$ cat src/rtl/bus_arbiter.sv
// Two-master round-robin arbiter/sequencer in front of the system bridge (IDLE -> ADDR x (W+1) -> DATA).
// Optional address-window error reporting is enabled by defining ARB_ERR_EN.
module bus_arbiter #(
    parameter int WAIT_CYCLES = 0,
    parameter int CNT_W       = 4
) (
    input  logic        clk,
    input  logic        reset,
    input  logic        m0_req,
    input  logic        m0_we,
    input  logic [31:0] m0_addr,
    input  logic [31:0] m0_wd,
    output logic        m0_ack,
    output logic [31:0] m0_rd,
    input  logic        m1_req,
    input  logic        m1_we,
    input  logic [31:0] m1_addr,
    input  logic [31:0] m1_wd,
    output logic        m1_ack,
    output logic [31:0] m1_rd,
`ifdef ARB_ERR_EN
    output logic        m0_err,
    output logic        m1_err,
`endif
    output logic [31:0] PrAddr,
    output logic [31:0] PrWD,
    output logic        PrWE,
    input  logic [31:0] PrRD,
    output logic        busy,
    output logic        owner
);

    localparam logic [1:0] ST_IDLE = 2'd0;
    localparam logic [1:0] ST_ADDR = 2'd1;
    localparam logic [1:0] ST_DATA = 2'd2;

    logic [1:0]       r_state;
    logic [CNT_W-1:0] r_cnt;
    logic [31:0]      r_addr;
    logic [31:0]      r_wd;
    logic             r_we;
    logic             r_first;
    logic             r_miss;
    logic [31:0]      r_rd_lat;
    logic             r_owner;

    logic [1:0]       w_req;
    logic             w_grant_any;
    logic             w_grant_sel;
    logic [31:0]      w_sel_addr;
    logic [31:0]      w_sel_wd;
    logic             w_sel_we;
    logic             w_miss;
    logic [1:0]       w_ack;
    logic [31:0]      w_rd [2];

    assign w_req       = {m1_req, m0_req};
    assign w_grant_any = |w_req;
    // On a tie the master that did not own the bus last time wins.
    assign w_grant_sel = (w_req == 2'b11) ? ~r_owner : w_req[1];
    assign w_sel_addr  = w_grant_sel ? m1_addr : m0_addr;
    assign w_sel_wd    = w_grant_sel ? m1_wd   : m0_wd;
    assign w_sel_we    = w_grant_sel ? m1_we   : m0_we;

`ifdef ARB_ERR_EN
    function automatic logic addr_mapped(input logic [31:0] a);
        logic hit;
        hit = 1'b0;
        if (a <= 32'h0000_2FFF)                        hit = 1'b1;
        if (a >= 32'h0000_7F00 && a <= 32'h0000_7F0B) hit = 1'b1;
        if (a >= 32'h0000_7F20 && a <= 32'h0000_7F3B) hit = 1'b1;
        if (a >= 32'h0000_7F40 && a <= 32'h0000_7F47) hit = 1'b1;
        if (a >= 32'h0000_7F50 && a <= 32'h0000_7F5B) hit = 1'b1;
        if (a >= 32'h0000_7F60 && a <= 32'h0000_7F63) hit = 1'b1;
        return hit;
    endfunction

    assign w_miss = ~addr_mapped(w_sel_addr);
`else
    assign w_miss = 1'b0;
`endif

    always_ff @(posedge clk or posedge reset) begin
        if (reset) begin
            r_state  <= ST_IDLE;
            r_cnt    <= '0;
            r_addr   <= '0;
            r_wd     <= '0;
            r_we     <= 1'b0;
            r_first  <= 1'b0;
            r_miss   <= 1'b0;
            r_rd_lat <= '0;
            r_owner  <= 1'b1;
        end else begin
            case (r_state)
                ST_IDLE: begin
                    if (w_grant_any) begin
                        r_addr  <= w_sel_addr;
                        r_wd    <= w_sel_wd;
                        r_we    <= w_sel_we;
                        r_miss  <= w_miss;
                        r_owner <= w_grant_sel;
                        r_cnt   <= CNT_W'(WAIT_CYCLES);
                        r_first <= 1'b1;
                        r_state <= ST_ADDR;
                    end
                end
                ST_ADDR: begin
                    r_first <= 1'b0;
                    if (r_cnt != '0) begin
                        r_cnt <= r_cnt - 1'b1;
                    end else begin
                        r_rd_lat <= r_miss ? 32'h0 : PrRD;
                        r_state  <= ST_DATA;
                    end
                end
                ST_DATA: begin
                    r_state <= ST_IDLE;
                end
                default: begin
                    r_state <= ST_IDLE;
                end
            endcase
        end
    end

    // Bus outputs are decoded from registered state so an asynchronous reset clears them at once.
    assign PrAddr = (r_state == ST_ADDR) ? r_addr : 32'h0;
    assign PrWD   = (r_state == ST_ADDR) ? r_wd   : 32'h0;
    assign PrWE   = (r_state == ST_ADDR) && r_first && r_we && !r_miss;
    assign busy   = (r_state != ST_IDLE);
    assign owner  = r_owner;

    genvar gi;
    generate
        for (gi = 0; gi < 2; gi++) begin : g_master
            localparam logic LP_ID = 1'(gi);
            assign w_ack[gi] = (r_state == ST_DATA) && (r_owner == LP_ID);
            assign w_rd[gi]  = w_ack[gi] ? r_rd_lat : 32'h0;
        end
    endgenerate

    assign m0_ack = w_ack[0];
    assign m1_ack = w_ack[1];
    assign m0_rd  = w_rd[0];
    assign m1_rd  = w_rd[1];

`ifdef ARB_ERR_EN
    assign m0_err = w_ack[0] && r_miss;
    assign m1_err = w_ack[1] && r_miss;
`endif

endmodule

$ cat config.mk
export PLATFORM = sky130hd
export DESIGN_NAME = bus_arbiter
export DESIGN_NICKNAME = d
export VERILOG_FILES = /design/src/rtl/bus_arbiter.sv
export SDC_FILE = /design/constraint.sdc
export NUM_CORES = 1
export LEC_CHECK = 0
export CORE_AREA = 3 3 114 116
export DETAILED_ROUTE_END_ITERATION = 8
export DIE_AREA = 0 0 117 119
export DONT_BUFFER_PORTS = 1
export HOLD_SLACK_MARGIN = 0.02
export PLACE_DENSITY_LB_ADDON = 0.12
export SLEW_MARGIN = 30
export SYNTH_ARGS = -nofsm -noshare
export SYNTH_HDL_FRONTEND = slang
export SYNTH_SLANG_ARGS = --single-unit
$ cat constraint.sdc
create_clock -name clk -period 3.8 [get_ports clk]
set_clock_uncertainty 0.15 [all_clocks]
set_input_delay 0.95 -clock clk [delete_from_list [all_inputs] [get_ports clk]]
set_output_delay 0.95 -clock clk [all_outputs]
set_load 0.1 [all_outputs]
# After elaboration in Yosys (flattened, before gate mapping)
# Cells that the tools add are included.
# word_totals
input_bits	166
wordCells	47
ff_bits	105
out_inout_bits	133
# op_classes
n_reduce_logical	14
bitwise_logic	2
muxes	16
eq_ne	6
n_addsub	1
# ops
op	n
$mux 32	6
$mux 4	2
$pmux 4 s2	1
$reduce_and 2->1	4
$ne 2x2->1 const B	3
$eq 2x2->1 const B	2
$logic_and 1x1->1	4
$mux 2	2
$pmux 2 s2	1
$reduce_bool 2->1	2
$reduce_bool 4->1	1
$sub 4x1->4 const B	1
$mux 1	3
$reduce_and 3->1	1
$eq 2x1->1 const B	1
$logic_not 2->1	1
$not 1->1	2
$pmux 1 s2	1
$reduce_or 2->1	1

# Depth between registers and ports, before layout
# Gate-level depths: netlist (run 1).
# logic_depth
word_depth	3
depth_mapped	7
mapped_depth_nobuf	5

# Worst setup path before layout (run 1)
# No wires, ideal clock.
# synth_path
path_kind	reg2out
from	reg r_owner (netlist: owner)
to	out m1_rd[21]
n_path_buf	1
required_ns	2.700
stages_incl_launch_ff	4
path_slack_ns	-0.328
arrival_ns	3.028
cell_sequence	dfstp_2 > and3b_1 > clkbuf_1 > and2_1
# synth_between
elab_chain_cells	2
# synth_rtl
element	line_no	rtl
start: declaration	45	logic r_owner;
start signal: assignment	102	r_owner <= w_grant_sel;
$logic_and 1x1->1	138	assign w_ack[gi] = (r_state == ST_DATA) && (r_owner == LP_ID);
named net m1_ack	19	output logic m1_ack,
$mux 32	139	assign w_rd[gi] = w_ack[gi] ? r_rd_lat : 32'h0;
end: declaration	20	output logic [31:0] m1_rd,
# The timed path passes the listed nets, and every way through them passes these cells.

# Worst setup path after layout (run 1)
# layout_path
from	reg r_owner (netlist: owner)
to	out m1_rd[7]
# layout_between
elab_chain_cells	2
# layout_rtl
element	line_no
$logic_and 1x1->1	138
$mux 32	139
# No other way between the ends.

==> key figures, run 1 <==
Setup path
  • CP Cell Sequence: and3b_2 > and2_1 > buf_12
  • Critical Path Start Type: flop
  • Slowest stage delay, CP: 940 ps
  • Crit path max fanout: 33
  • Crit path buf inv count: 1
  • Family with the most delay on the worst path: flip-flops
  • Worst EP required: 2700 ps
  • CP max-delay cell: dfstp_2
  • Crit path kind: flop to output port
  • Crit path arrival time: 2300 ps
  • Critical path endpoint category: output port

Finish
  • Area grow syn2layout: 31.0%
  • Most common cell after layout, fill and taps aside: mux2_2
  • Share of post-route cells with drive strength above 1: 55.3%
  • Commonest non-fill, non-tap cells in the layout: 133 x mux2_2, 128 x and2_1, 104 x dfrtp_1
  • Fin nets: 747
  • Filler instances: 952

Clock network
  • H-tree Lvls: 3
  • Post-CTS sizing: 0
  • Clk_lat worst skew: 330 ps
  • Root Buffer: clkbuf_16
  • Clock Sinks: 105
  • CTS tree: done
  • Clock Pin Slew Worst Setup and Hold Paths: 70 ps
  • Post-CTS Setup Inserts: 0
  • Clk buf depth: 2
  • Post-CTS Hold Buffers: 0
  • Clock buffers created by TritonCTS: 9

Yosys
  • Post-synth EDFFs: 0
  • Flops & latches, synth: 105
  • Yosys warning total: 0
  • Post-synthesis area per instance: 12.5 µm²
  • Mapped Nets: 630
  • Post-synth ARST share: 100%
  • Mapped Cells: 462
  • Cell area after synthesis: 5790 µm²
  • Synth Flop Type: dfrtp_1
  • Netlist cell types: 27
  • Post-synthesis sequential area ratio: 45.4%

STA
  • Setup violators final: 0
  • Hold slack: 325 ps
  • Crit path time final: 3400 ps
  • Crit share post-route: 89.4%
  • Final number of hold-violating endpoints: 0
  • Setup TNS: 0 ps
  • RSZ-0062 raised after global routing: no
  • Final max-slew violation count: 0
  • Slew HR: 33.1%
  • Worst Max-Slew Pin Slew: 1000 ps
  • Fmax: 294 MHz

Drt
  • DRC: 0
  • Antenna viol nets, final: 0
  • DR WL/cell: 18.5 µm
  • Via/cell ratio: 5.19
  • 1st-pass router iterations: 4
  • Iter 0 DRT Violations: 101
  • Total routed wirelength: 13,500 µm
  • Vias post-DR: 3,799

GRT
  • Largest net degree at the start of global routing: 69
  • Initial antenna violation count: 1
  • Vias in the first global route: 4,049
  • First-pass GRT wire length: 21,100 µm
  • Tot GR Track Use: 19.3%
  • Global route overflow: 0

Floorplanning
  • IO Count: 299
  • Effective utilization at floorplan: 48.2%
  • Placement row count: 40
  • Area of the die: 13,900 µm²
  • Core area: 12,000 µm²
  • Width of the die: 117 µm
  • Die height: 119 µm

Placement
  • I/O Buffers: 0
  • Gpl congestion: 0.777
  • Dpl hpwl: 10,500 µm

Hold path
  • Hold Crit Class: flop to flop

Outcome
  • Status: complete, no violations

Run
  • # Max-Cap Violations: 0
[final cells by class]
cell class              instances  area (µm²)  area share (%)
well taps                     147         184            2.42
diodes                          1        2.50          0.0330
flip-flops and latches        105        2630            34.6
multi-input cells             320        2970            39.1
clock inverters                 7        86.3            1.14
repair buffers                137        1470            19.4
inverters                       6        26.3           0.346
clock buffers                   9         225            2.97
[synth_stat cells, types with 2 or more instances]
| master | instances | area, µm² |
|---|---|---|
| inv_1 | 6 | 22.5 |
| mux2_2 | 133 | 1500 |
| nand4b_1 | 2 | 17.5 |
| o21ai_0 | 5 | 25.0 |
| a21oi_1 | 3 | 15.0 |
| and2_1 | 128 | 801 |
| nand2b_1 | 2 | 12.5 |
| buf_2 | 7 | 35.0 |
| mux2_4 | 29 | 435 |
| buf_6 | 10 | 113 |
| ha_1 | 2 | 25.0 |
| mux2i_1 | 2 | 20.0 |
| clkbuf_1 | 13 | 48.8 |
| dfrtp_1 | 104 | 2600 |
| nor2_1 | 4 | 15.0 |
[sequential cells by signal (all words and copies together), names as in the netlist]
name and count:
r_state 2, r_rd_lat 32, r_first 1, r_we 1
r_wd 32, r_addr 32, owner 1, r_cnt 4
[metrics by stage]
step                      worst slack (ps)  area, µm²  std cells  utilization [%]
after floorplan                        165       5800        462                -
after global placement                 817       7270        715             60.5
after detailed placement               745       7280        715             60.6
after CTS                              348       7590        731             63.2
after global routing                   246       7590        732             63.2
final                                  404       7590        732             63.2
[worst reg2reg max path: stages (launching register included)]
cell and delay (ps):
dfrtp_1 440, nor2_1 200, inv_1 490, nor2_4 230
buf_4 700, mux2_2 450
[final timing paths]
check                      startpoint  cells past startpoint  slack [ps]      endpoint
max reg2reg                r_state[0]                      5        1030      r_wd[25]
min                           r_first                      1         320       r_first
max                             owner                      3         400      m1_rd[7]
min reg2reg                   r_first                      1         320       r_first
min in group asynchronous       reset                      1         480   r_rd_lat[8]
max in group asynchronous       reset                      2        2250  r_rd_lat[30]
[metal layers]
metal,share of wire (%),GRT usage (%),routed length (µm)
met5,0,0,0
met4,0.35,3.66,47
met3,7.9,6.15,1060
met2,53,33.6,7160
met1,39,23.2,5250
[cells by family (layout without fill, tap and decap cells)]
family	Yosys count	count (layout)	synth area share (%)
AO/OA/AOI/OAI	12	12	1.21
adder cells (fa/ha/maj)	2	2	0.432
buffers and inverters	37	159	3.91
flip-flops	105	105	45.4
multiplexers	164	164	33.7
other	0	1	0
AND/OR/NAND/NOR	142	142	15.3
Power of run 1 is left out: the tool's default activity adds up to more than one toggle a clock period on the data nets, which glitch-free logic cannot reach.
==> inputs of run 2 (changes only) <==
Settings changed: CORE_AREA 3 3 114 116 to 3 3 116 118, DIE_AREA 0 0 117 119 to 0 0 119 121.
Clock period 3.8 ns to 4.2 ns, I/O delays scaled along.
==> key figures, run 2 (synthesis gave the netlist of run 1 again) <==
STA
  • Setup TNS: 0 ps
  • Slew HR: 33.6%
  • Setup violators final: 0
  • Final number of hold-violating endpoints: 0
  • Crit path time final: 3650 ps
  • Final max-slew violation count: 0
  • Crit share post-route: 86.9%
  • Worst Max-Slew Pin Slew: 996 ps
  • Fmax: 274 MHz
  • RSZ-0062 raised after global routing: no

GRT
  • Tot GR Track Use: 17.2%
  • Largest net degree at the start of global routing: 87
  • Global route overflow: 0
  • Vias in the first global route: 3,835
  • First-pass GRT wire length: 19,600 µm
  • Initial antenna violation count: 0

Placement
  • I/O Buffers: 0
  • Dpl hpwl: 9770 µm
  • Gpl congestion: 0.764
  • Post-DP Area: 6870 µm²

Setup path
  • Crit path kind: flop to output port
  • RR Startpoint: r_state[0]
  • Critical Path Start Type: flop
  • Crit path max fanout: 19
  • Critical path endpoint category: output port
  • Setup crit start: owner
  • Worst EP required: 3000 ps
  • Crit path arrival time: 2450 ps

Clock network
  • H-tree Lvls: 3
  • Post-CTS sizing: 0
  • Post-CTS Setup Inserts: 0
  • Clock Sinks: 105
  • Clk buf depth: 2
  • Root Buffer: clkbuf_16
  • CTS tree: done
  • Clock Pin Slew Worst Setup and Hold Paths: 70 ps
  • Post-CTS Hold Buffers: 0
  • Clk_lat worst skew: 340 ps
  • Clock buffers created by TritonCTS: 9

Floorplanning
  • Effective utilization at floorplan: 46.1%
  • Area of the die: 14,400 µm²
  • Die height: 121 µm
  • Width of the die: 119 µm
  • IO Count: 299
  • Placement row count: 41
  • Core area: 12,600 µm²

Finish
  • Top flop regs: r_addr x32, r_rd_lat x32, r_wd x32
  • Share of post-route cells with drive strength above 1: 54.7%
  • Most common cell after layout, fill and taps aside: buf_4
  • Area grow syn2layout: 23.4%
  • ANT cells: 0
  • Fin nets: 746
  • Commonest non-fill, non-tap cells in the layout: 135 x buf_4, 133 x mux2_2, 128 x and2_1
  • Final instance area: 7150 µm²

Hold path
  • Hold Crit Class: flop to flop
  • Hold_sp: r_first

Drt
  • Iter 0 DRT Violations: 128
  • Total routed wirelength: 13,000 µm
  • Via/cell ratio: 4.99
  • DR WL/cell: 17.2 µm
  • 1st-pass router iterations: 4
  • Antenna viol nets, final: 0
  • Vias post-DR: 3,768
  • DRC: 0

Run
  • # Max-Cap Violations: 0

Outcome
  • Status: complete, no violations
==> run 2: final timing paths <==
| check | endpoint | slack [ps] | cells after the start |
|---|---|---|---|
| max | m0_rd[17] | 550 | 4 |
| min | r_first | 340 | 1 |
| max reg2reg | r_wd[0] | 1450 | 5 |
| min reg2reg | r_first | 340 | 1 |
| max in group asynchronous | r_wd[0] | 2550 | 2 |
| min in group asynchronous | r_rd_lat[30] | 570 | 1 |
==> run 2: layer usage <==
layer  track usage (%)  share of wire, %  up-vias
met4              6.15               1.5        0
met3              4.71               7.4       13
met2              31.3                53      173
met1              19.3                38     1785
li1                  -                 -     1797
met5                 0                 0        -
==> run 2: stage by stage <==
stage / setup slack (ps) / hold slack, ps / std cells / util [%]
after global placement: 960 / 329 / 739 / 54.6
after CTS: 501 / 348 / 755 / 56.9
after floorplan: 140 / 291 / 462 / -
after global routing: 375 / 358 / 755 / 56.9
final: 552 / 342 / 755 / 56.9
after detailed placement: 881 / 331 / 739 / 54.7
==> run 2: worst max-delay path, cell delays in order, from the launching register on <==
cell     delay [ps]
dfstp_2         570
nor3b_2         760
buf_4           330
and2_1          160
buf_4           290
==> run 2: cell type report <==
class / instances / area, µm²
Fill cell: 1088 / 5420
Multi-Input combinational cell: 320 / 2960
Sequential cell: 105 / 2630
Timing Repair Buffer: 136 / 1040
Clock buffer: 13 / 260
Tap cell: 172 / 215
Inverter: 6 / 27.5
Clock inverter: 3 / 15.0
Power of run 2 is left out for the same reason.
